File: src/rtl/pipeline_stall_controller_if.sv
`default_nettype none
// ============================================================================
//  Module      : pipeline_stall_controller_if
//  Description : Bundle of hazard inputs and pipeline control outputs shared
//                between the ID-stage stall controller and the pipeline.
//                master : the stall controller (drives PC/IF/ID/bubble controls)
//                slave  : the pipeline side (drives hazard/event inputs)
//                Optional macro HAZARD_STATS_EN adds stall_count/flush_count.
//  Revision    : 1.0 - initial release
// ============================================================================
interface pipeline_stall_controller_if;
    // Hazard / event inputs to the controller
    logic        IDEX_mem_read;
    logic [4:0]  IDEX_Rt;
    logic [4:0]  IFID_Rs;
    logic [4:0]  IFID_Rt;
    logic        md_req;
    logic        branch_taken;
    // Pipeline controls from the controller
    logic        pc_load;
    logic        IFID_Ld;
    logic        IFID_flush;
    logic        sel_signal;
    logic        md_start;
    logic        md_busy;
`ifdef HAZARD_STATS_EN
    logic [31:0] stall_count;
    logic [31:0] flush_count;
`endif

    modport master (
        input  IDEX_mem_read, IDEX_Rt, IFID_Rs, IFID_Rt, md_req, branch_taken,
        output pc_load, IFID_Ld, IFID_flush, sel_signal, md_start, md_busy
`ifdef HAZARD_STATS_EN
        , output stall_count, flush_count
`endif
    );

    modport slave (
        output IDEX_mem_read, IDEX_Rt, IFID_Rs, IFID_Rt, md_req, branch_taken,
        input  pc_load, IFID_Ld, IFID_flush, sel_signal, md_start, md_busy
`ifdef HAZARD_STATS_EN
        , input stall_count, flush_count
`endif
    );
endinterface
`default_nettype wire

File: src/rtl/pipeline_stall_controller.sv
`default_nettype none
// ============================================================================
//  Module      : pipeline_stall_controller
//  Description : Stall/flush sequencer for a 5-stage MIPS pipeline. Merges
//                load-use hazards, taken-branch IF/ID flush and the
//                multi-cycle mult/div stall into PC load, IF/ID load,
//                IF/ID flush and ID/EX bubble-select controls.
//  Ports       : clk  - pipeline clock
//                rst  - synchronous active-high reset
//                bus  - pipeline_stall_controller_if.master (hazard inputs,
//                       control outputs, optional statistics)
//  Parameters  : MD_LATENCY - mult/div cycles from md_start to result (2..255)
//  Options     : HAZARD_STATS_EN - adds 32-bit stall_count / flush_count
//  Revision    : 1.0 - initial release
// ============================================================================
module pipeline_stall_controller #(
    parameter int MD_LATENCY = 32
) (
    input  wire logic                   clk,
    input  wire logic                   rst,
    pipeline_stall_controller_if.master bus
);
    localparam int CNT_W = $clog2(MD_LATENCY + 1);
    localparam logic [CNT_W-1:0] C_CNT_LOAD = CNT_W'(MD_LATENCY - 1);
    localparam logic [CNT_W-1:0] C_CNT_ONE  = CNT_W'(1);

    typedef enum logic [1:0] {
        RUN        = 2'd0,
        MD_WAIT    = 2'd1,
        MD_RELEASE = 2'd2
    } state_t;

    state_t           r_state;
    state_t           w_state_nxt;
    logic [CNT_W-1:0] r_cnt;
    logic [CNT_W-1:0] w_cnt_nxt;
    logic             w_lu;

    // A destination of $0 still counts: conservative, never misses a hazard.
    assign w_lu = bus.IDEX_mem_read &&
                  ((bus.IDEX_Rt == bus.IFID_Rs) || (bus.IDEX_Rt == bus.IFID_Rt));

    always_comb begin
        bus.pc_load    = 1'b1;
        bus.IFID_Ld    = 1'b1;
        bus.IFID_flush = 1'b0;
        bus.sel_signal = 1'b1;
        bus.md_start   = 1'b0;
        bus.md_busy    = 1'b0;
        w_state_nxt    = r_state;
        w_cnt_nxt      = r_cnt;

        if (!rst) begin
            case (r_state)
                RUN: begin
                    if (w_lu) begin
                        bus.pc_load    = 1'b0;
                        bus.IFID_Ld    = 1'b0;
                        bus.sel_signal = 1'b0;
                    end else if (bus.md_req) begin
                        // The start cycle is the first of MD_LATENCY stalled cycles.
                        bus.md_start   = 1'b1;
                        bus.md_busy    = 1'b1;
                        bus.pc_load    = 1'b0;
                        bus.IFID_Ld    = 1'b0;
                        bus.sel_signal = 1'b0;
                        w_cnt_nxt      = C_CNT_LOAD;
                        w_state_nxt    = MD_WAIT;
                    end else if (bus.branch_taken) begin
                        bus.IFID_flush = 1'b1;
                    end
                end
                MD_WAIT: begin
                    bus.pc_load    = 1'b0;
                    bus.IFID_Ld    = 1'b0;
                    bus.sel_signal = 1'b0;
                    bus.md_busy    = 1'b1;
                    w_cnt_nxt      = (r_cnt != '0) ? (r_cnt - C_CNT_ONE) : '0;
                    if (r_cnt <= C_CNT_ONE) begin
                        w_state_nxt = MD_RELEASE;
                    end
                end
                MD_RELEASE: begin
                    // Held mult advances to EX; md_req ignored so it does not restart.
                    w_cnt_nxt   = '0;
                    w_state_nxt = RUN;
                end
                default: begin
                    w_cnt_nxt   = '0;
                    w_state_nxt = RUN;
                end
            endcase
        end
    end

    always_ff @(posedge clk) begin
        if (rst) begin
            r_state <= RUN;
            r_cnt   <= '0;
        end else begin
            r_state <= w_state_nxt;
            r_cnt   <= w_cnt_nxt;
        end
    end

`ifdef HAZARD_STATS_EN
    logic [31:0] r_stall_count;
    logic [31:0] r_flush_count;

    always_ff @(posedge clk) begin
        if (rst) begin
            r_stall_count <= '0;
            r_flush_count <= '0;
        end else begin
            if (!bus.pc_load)   r_stall_count <= r_stall_count + 32'd1;
            if (bus.IFID_flush) r_flush_count <= r_flush_count + 32'd1;
        end
    end

    assign bus.stall_count = r_stall_count;
    assign bus.flush_count = r_flush_count;
`endif

endmodule
`default_nettype wire

File: src/flat_wrapper.sv
// flat-port wrapper written by rule: the top's interface ports become plain ports
module pipeline_stall_controller_flat 
#(
    parameter int MD_LATENCY = 32
)
  (clk, rst, bus_IDEX_mem_read, bus_IDEX_Rt, bus_IFID_Rs, bus_IFID_Rt, bus_md_req, bus_branch_taken, bus_pc_load, bus_IFID_Ld, bus_IFID_flush, bus_sel_signal, bus_md_start, bus_md_busy);
  pipeline_stall_controller_if bus_i ();
  input  wire logic clk;
  input  wire logic rst;
  input wire logic [$bits(bus_i.IDEX_mem_read)-1:0] bus_IDEX_mem_read;
  input wire logic [$bits(bus_i.IDEX_Rt)-1:0] bus_IDEX_Rt;
  input wire logic [$bits(bus_i.IFID_Rs)-1:0] bus_IFID_Rs;
  input wire logic [$bits(bus_i.IFID_Rt)-1:0] bus_IFID_Rt;
  input wire logic [$bits(bus_i.md_req)-1:0] bus_md_req;
  input wire logic [$bits(bus_i.branch_taken)-1:0] bus_branch_taken;
  output wire logic [$bits(bus_i.pc_load)-1:0] bus_pc_load;
  output wire logic [$bits(bus_i.IFID_Ld)-1:0] bus_IFID_Ld;
  output wire logic [$bits(bus_i.IFID_flush)-1:0] bus_IFID_flush;
  output wire logic [$bits(bus_i.sel_signal)-1:0] bus_sel_signal;
  output wire logic [$bits(bus_i.md_start)-1:0] bus_md_start;
  output wire logic [$bits(bus_i.md_busy)-1:0] bus_md_busy;
  assign bus_i.IDEX_mem_read = bus_IDEX_mem_read;
  assign bus_i.IDEX_Rt = bus_IDEX_Rt;
  assign bus_i.IFID_Rs = bus_IFID_Rs;
  assign bus_i.IFID_Rt = bus_IFID_Rt;
  assign bus_i.md_req = bus_md_req;
  assign bus_i.branch_taken = bus_branch_taken;
  assign bus_pc_load = bus_i.pc_load;
  assign bus_IFID_Ld = bus_i.IFID_Ld;
  assign bus_IFID_flush = bus_i.IFID_flush;
  assign bus_sel_signal = bus_i.sel_signal;
  assign bus_md_start = bus_i.md_start;
  assign bus_md_busy = bus_i.md_busy;
  pipeline_stall_controller #(.MD_LATENCY(MD_LATENCY)) u_core (.clk(clk), .rst(rst), .bus(bus_i));
endmodule
File: config.mk
export PLATFORM = sky130hd
export DESIGN_NAME = pipeline_stall_controller_flat
export DESIGN_NICKNAME = d
export VERILOG_FILES = /design/src/rtl/pipeline_stall_controller_if.sv /design/src/rtl/pipeline_stall_controller.sv /design/src/flat_wrapper.sv
export SDC_FILE = /design/constraint.sdc
export NUM_CORES = 1
export LEC_CHECK = 0
export BUFFER_PORTS_ARGS = -buffer_cell sky130_fd_sc_hd__buf_2
export CAP_MARGIN = 20
export CELL_PAD_IN_SITES_DETAIL_PLACEMENT = 1
export CELL_PAD_IN_SITES_GLOBAL_PLACEMENT = 2
export CORE_UTILIZATION = 28
export CTS_BUF_LIST = sky130_fd_sc_hd__clkbuf_2
export DETAILED_ROUTE_END_ITERATION = 16
export PLACE_DENSITY = 0.92
export SETUP_SLACK_MARGIN = 0.3
export SLEW_MARGIN = 20
export SYNTH_ARGS = -nofsm -noshare
export SYNTH_HDL_FRONTEND = slang
export SYNTH_SLANG_ARGS = --single-unit
File: constraint.sdc
create_clock -name clk -period 3.9 [get_ports clk]
set_input_delay 0.39 -clock clk [delete_from_list [all_inputs] [get_ports clk]]
set_output_delay 0.39 -clock clk [all_outputs]
set_load 0.01 [all_outputs]
==> impl_results.rst <==
.. list-table::
   :header-rows: 1

   * - Metric
     - Value
   * - Detail Route Antenna Nets
     - 0
   * - Highest ir drop seen on vdd
     - 148 uV
   * - Final Critical Period
     - 2.01 ns
   * - Area of the die
     - 2420 sq um
   * - Total clock sinks
     - 8
   * - Layout cells sized above 1
     - 29.1%
   * - Top-Level Pins
     - 26
   * - First-pass DRT Iterations
     - 4
   * - Total overflow reported by the global router
     - 0
   * - Count of nets after finishing
     - 128
   * - Placeable core region
     - 2020 sq um
   * - Cell area after synthesis
     - 623 sq um
   * - XOR/XNOR Fraction of Synth Area
     - 14.1%
   * - Register-to-Register Path Depth
     - 6
   * - Adder-cell share of the synthesized area
     - 6.02%
   * - DPL Wire Length
     - 1470 microns
   * - Critical Path Fanout Max
     - 8
   * - Worst hold-check path type
     - in2reg
   * - Lkg Pwr
     - 0.315 nW
   * - Number of DRC violations after detailed-routing iteration 0
     - 9
   * - Number of slew-limit violations in the final report
     - 0
   * - Die Height
     - 49.2 microns
   * - Count of unique library cells instantiated by Yosys
     - 30
   * - Number of maximum-capacitance constraint violations
     - 0
   * - Longest Clk Path Bufs
     - 2
   * - Endpoint of the lowest-slack register-to-register path
     - u_core.r_cnt[1]
   * - Arrival time worst endpoint
     - 1.62 ns
   * - Global routing usage summed across all routing layers
     - 17.2%
   * - Clock edge transition at the registers on the reported setup and hold paths
     - 0.08 ns
   * - Tightest slew margin relative to the limit
     - 68.4%
   * - Mean post-synth cell area
     - 7.89 sq um
   * - Post-synthesis sequential area ratio
     - 25.7%
   * - Total via count after detailed routing
     - 690
   * - Setup violations, final
     - 0
   * - Combinational family with the most area after synthesis
     - simple AND/OR/NAND/NOR gates
   * - Pwr/cell area
     - 383 nW/um^2
   * - Maximum number of pins on one net before global-route repair
     - 9
   * - Crit end category
     - output port
   * - Mux share of post-synthesis cell area
     - 0%
   * - Number of failing hold endpoints at the final stage
     - 0
   * - Area of all placed cells without fillers
     - 773 sq um
   * - Number of cells produced by synthesis
     - 79
   * - Setup repair after global routing missed its margin
     - false
   * - Start point of the critical path
     - u_core.r_state[1]
   * - TritonCTS clock tree
     - done
   * - Final clock skew
     - 0.00317 ns
   * - Register-to-register setup slack
     - 2.25 ns
   * - Post-cts resize count
     - 0
   * - Area after DPL
     - 758 sq um
   * - Total Power
     - 0.296 mW
   * - Area fraction in compound gates after synthesis
     - 23.5%
   * - Root buffer cell
     - sky130_fd_sc_hd__clkbuf_2
   * - GP Congestion
     - 0.762
   * - Total nets after synthesis
     - 102
   * - Input/output buffers
     - 25
   * - Die extent in x
     - 49.2 microns
   * - Final worst-path cycle share
     - 51.5%
   * - Simple logic cell fraction of the synthesized area
     - 24.5%
   * - First-pass GRT wire length
     - 3130 microns
   * - Ys Warns
     - 0
   * - Number of buffers created by CTS
     - 3
   * - End point of the critical path
     - bus_md_start
   * - Vias in the first global route
     - 705
   * - Post-CTS setup buffers
     - 0
   * - Per-cell routed wire length
     - 13.8 microns
   * - Least-Margin Pin Slew
     - 0.472 ns
   * - Final Instance Count excl. Fillers
     - 130
   * - Status
     - finished clean
   * - Starting Density
     - 30.8%
   * - Total negative slack for setup checks
     - 0 ns
   * - Total wire length
     - 1790 microns
   * - Setup CP Type
     - reg2out
   * - Number of remaining DRC errors
     - 0
   * - Worst flop-to-flop path startpoint
     - u_core.r_cnt[0]
   * - Hold-fix buffers at CTS
     - 0
   * - Number of antenna violations at the first check in global routing
     - 0
   * - Insertion delay of the later-clocked pin in the worst-skew pair
     - 0.25 ns
   * - Highest attainable clock frequency
     - 498 MHz
   * - Worst endpoint required time
     - 3.51 ns
   * - Cell total after placement
     - 127
   * - Beginning of the worst hold path
     - bus_md_req
   * - Synthesis-stage register bit count
     - 8
   * - Area Overhead vs Synth
     - 24.1%
   * - Vias per cell
     - 5.31
   * - Worst setup SP type
     - register
   * - Antenna diode count
     - 0
   * - Cell row count
     - 16
   * - Deepest level of the CTS H-tree
     - 1
-- where the power goes --
part	switching, mW	internal [mW]
registers	0.0223	0.0975
clock network	0.0307	0.0209
logic	0.0688	0.0563
total	0.122	0.175
-- cells in the final DEF (no fill, tap or decap) --
master | Yosys | final
sky130_fd_sc_hd__a21oi_1 | 5 | 5
sky130_fd_sc_hd__nand3_1 | 2 | 2
sky130_fd_sc_hd__o22ai_1 | 4 | 4
sky130_fd_sc_hd__nor4_1 | 2 | 2
sky130_fd_sc_hd__nor4b_1 | 1 | 1
sky130_fd_sc_hd__o221ai_1 | 2 | 2
sky130_fd_sc_hd__or4_4 | 1 | 1
sky130_fd_sc_hd__a211oi_1 | 1 | 1
sky130_fd_sc_hd__o21a_1 | 1 | 1
sky130_fd_sc_hd__dfxtp_1 | 8 | 8
sky130_fd_sc_hd__or2_2 | 1 | 1
sky130_fd_sc_hd__o21ai_0 | 2 | 2
sky130_fd_sc_hd__and4_1 | 1 | 1
sky130_fd_sc_hd__xnor2_1 | 10 | 10
sky130_fd_sc_hd__o31ai_1 | 1 | 1
sky130_fd_sc_hd__a32oi_1 | 1 | 1
sky130_fd_sc_hd__nor3b_1 | 1 | 1
sky130_fd_sc_hd__clkbuf_2 | 1 | 3
sky130_fd_sc_hd__nor2_1 | 7 | 7
sky130_fd_sc_hd__ha_1 | 3 | 3
sky130_fd_sc_hd__o211ai_1 | 3 | 3
sky130_fd_sc_hd__or4b_1 | 1 | 1
sky130_fd_sc_hd__inv_1 | 4 | 4
sky130_fd_sc_hd__o22a_1 | 1 | 1
sky130_fd_sc_hd__nor3_1 | 2 | 2
sky130_fd_sc_hd__a31oi_1 | 1 | 1
sky130_fd_sc_hd__nand2_1 | 6 | 6
sky130_fd_sc_hd__buf_2 | 0 | 25
sky130_fd_sc_hd__nand4_1 | 3 | 3
-- how the worst min path moves through the flow --
stage / cells past startpoint / slack (ns) / to
after floorplan: 2 / 0.47 / u_core.r_cnt[1]
after global placement: 2 / 0.52 / u_core.r_cnt[1]
after detailed placement: 2 / 0.53 / u_core.r_cnt[1]
after CTS: 3 / 0.46 / u_core.r_cnt[0]
after global routing: 3 / 0.46 / u_core.r_cnt[0]
final: 3 / 0.46 / u_core.r_cnt[0]
-- stage by stage --
step	hold WS, ns	utilization [%]	worst slack (ns)
final	0.460	38.2	1.89
after global placement	0.519	37.5	2.03
after detailed placement	0.528	37.5	2.04
after floorplan	0.473	-	2.12
after CTS	0.457	38.2	1.90
after global routing	0.465	38.2	1.77
-- cell type report --
cell class / instances / area [sq um]
fill: 269 / 1250
multi-input combinational: 63 / 424
sequential: 8 / 160
timing repair buffer: 25 / 125
tap: 27 / 33.8
clock buffer: 3 / 15.0
inverter: 4 / 15.0
-- metal layers --
layer,track usage (%),share of wire [%]
met4,5.39,2.0
met5,0,0
met1,20.7,45
met2,27.4,47
met3,7.17,5.9
-- synth_stat cells --
cell | count | area share (%)
sky130_fd_sc_hd__nor3b_1 | 1 | 1.2
sky130_fd_sc_hd__a21oi_1 | 5 | 4.0
sky130_fd_sc_hd__or4b_1 | 1 | 1.6
sky130_fd_sc_hd__clkbuf_2 | 1 | 0.80
sky130_fd_sc_hd__o211ai_1 | 3 | 3.6
sky130_fd_sc_hd__a32oi_1 | 1 | 1.4
sky130_fd_sc_hd__nand4_1 | 3 | 3.0
sky130_fd_sc_hd__xnor2_1 | 10 | 14
sky130_fd_sc_hd__a31oi_1 | 1 | 1.0
sky130_fd_sc_hd__dfxtp_1 | 8 | 26
sky130_fd_sc_hd__nor3_1 | 2 | 1.6
sky130_fd_sc_hd__nor2_1 | 7 | 4.2
sky130_fd_sc_hd__ha_1 | 3 | 6.0
sky130_fd_sc_hd__a211oi_1 | 1 | 1.2
sky130_fd_sc_hd__nor4b_1 | 1 | 1.4
sky130_fd_sc_hd__clkbuf_1 | 1 | 0.60
sky130_fd_sc_hd__nand3_1 | 2 | 1.6
sky130_fd_sc_hd__or2_2 | 1 | 1.0
sky130_fd_sc_hd__o31ai_1 | 1 | 1.2
sky130_fd_sc_hd__o221ai_1 | 2 | 2.8
sky130_fd_sc_hd__inv_1 | 4 | 2.4
sky130_fd_sc_hd__or4_4 | 1 | 1.8
sky130_fd_sc_hd__nor4_1 | 2 | 2.0
sky130_fd_sc_hd__buf_4 | 2 | 2.4
sky130_fd_sc_hd__nand2_1 | 6 | 3.6
sky130_fd_sc_hd__o22ai_1 | 4 | 4.0
sky130_fd_sc_hd__o22a_1 | 1 | 1.4
sky130_fd_sc_hd__and4_1 | 1 | 1.4
sky130_fd_sc_hd__o21ai_0 | 2 | 1.6
sky130_fd_sc_hd__o21a_1 | 1 | 1.2
-- kinds of logic (layout without fill, tap and decap cells) --
kind of cell / after synthesis / after routing
AND/OR/NAND/NOR: 28 / 28
adder cells (fa/ha/maj): 3 / 3
AO/OA/AOI/OAI: 22 / 22
buffers and inverters: 8 / 32
XOR/XNOR: 10 / 10
flip-flops: 8 / 8
-- sequential cells by signal, indices dropped and copies added, names as in the netlist --
| name | count |
|---|---|
| u_core.r_cnt | 6 |
| u_core.r_state | 2 |
-- critical path: stages, from the launching register on --
cell                      delay, ns
sky130_fd_sc_hd__dfxtp_1       0.31
sky130_fd_sc_hd__or2_2         0.38
sky130_fd_sc_hd__nor2_1        0.25
sky130_fd_sc_hd__nand2_1       0.18
sky130_fd_sc_hd__nor2_1        0.11
sky130_fd_sc_hd__buf_2         0.14
Note: power is estimated with default switching activity, not from simulation.
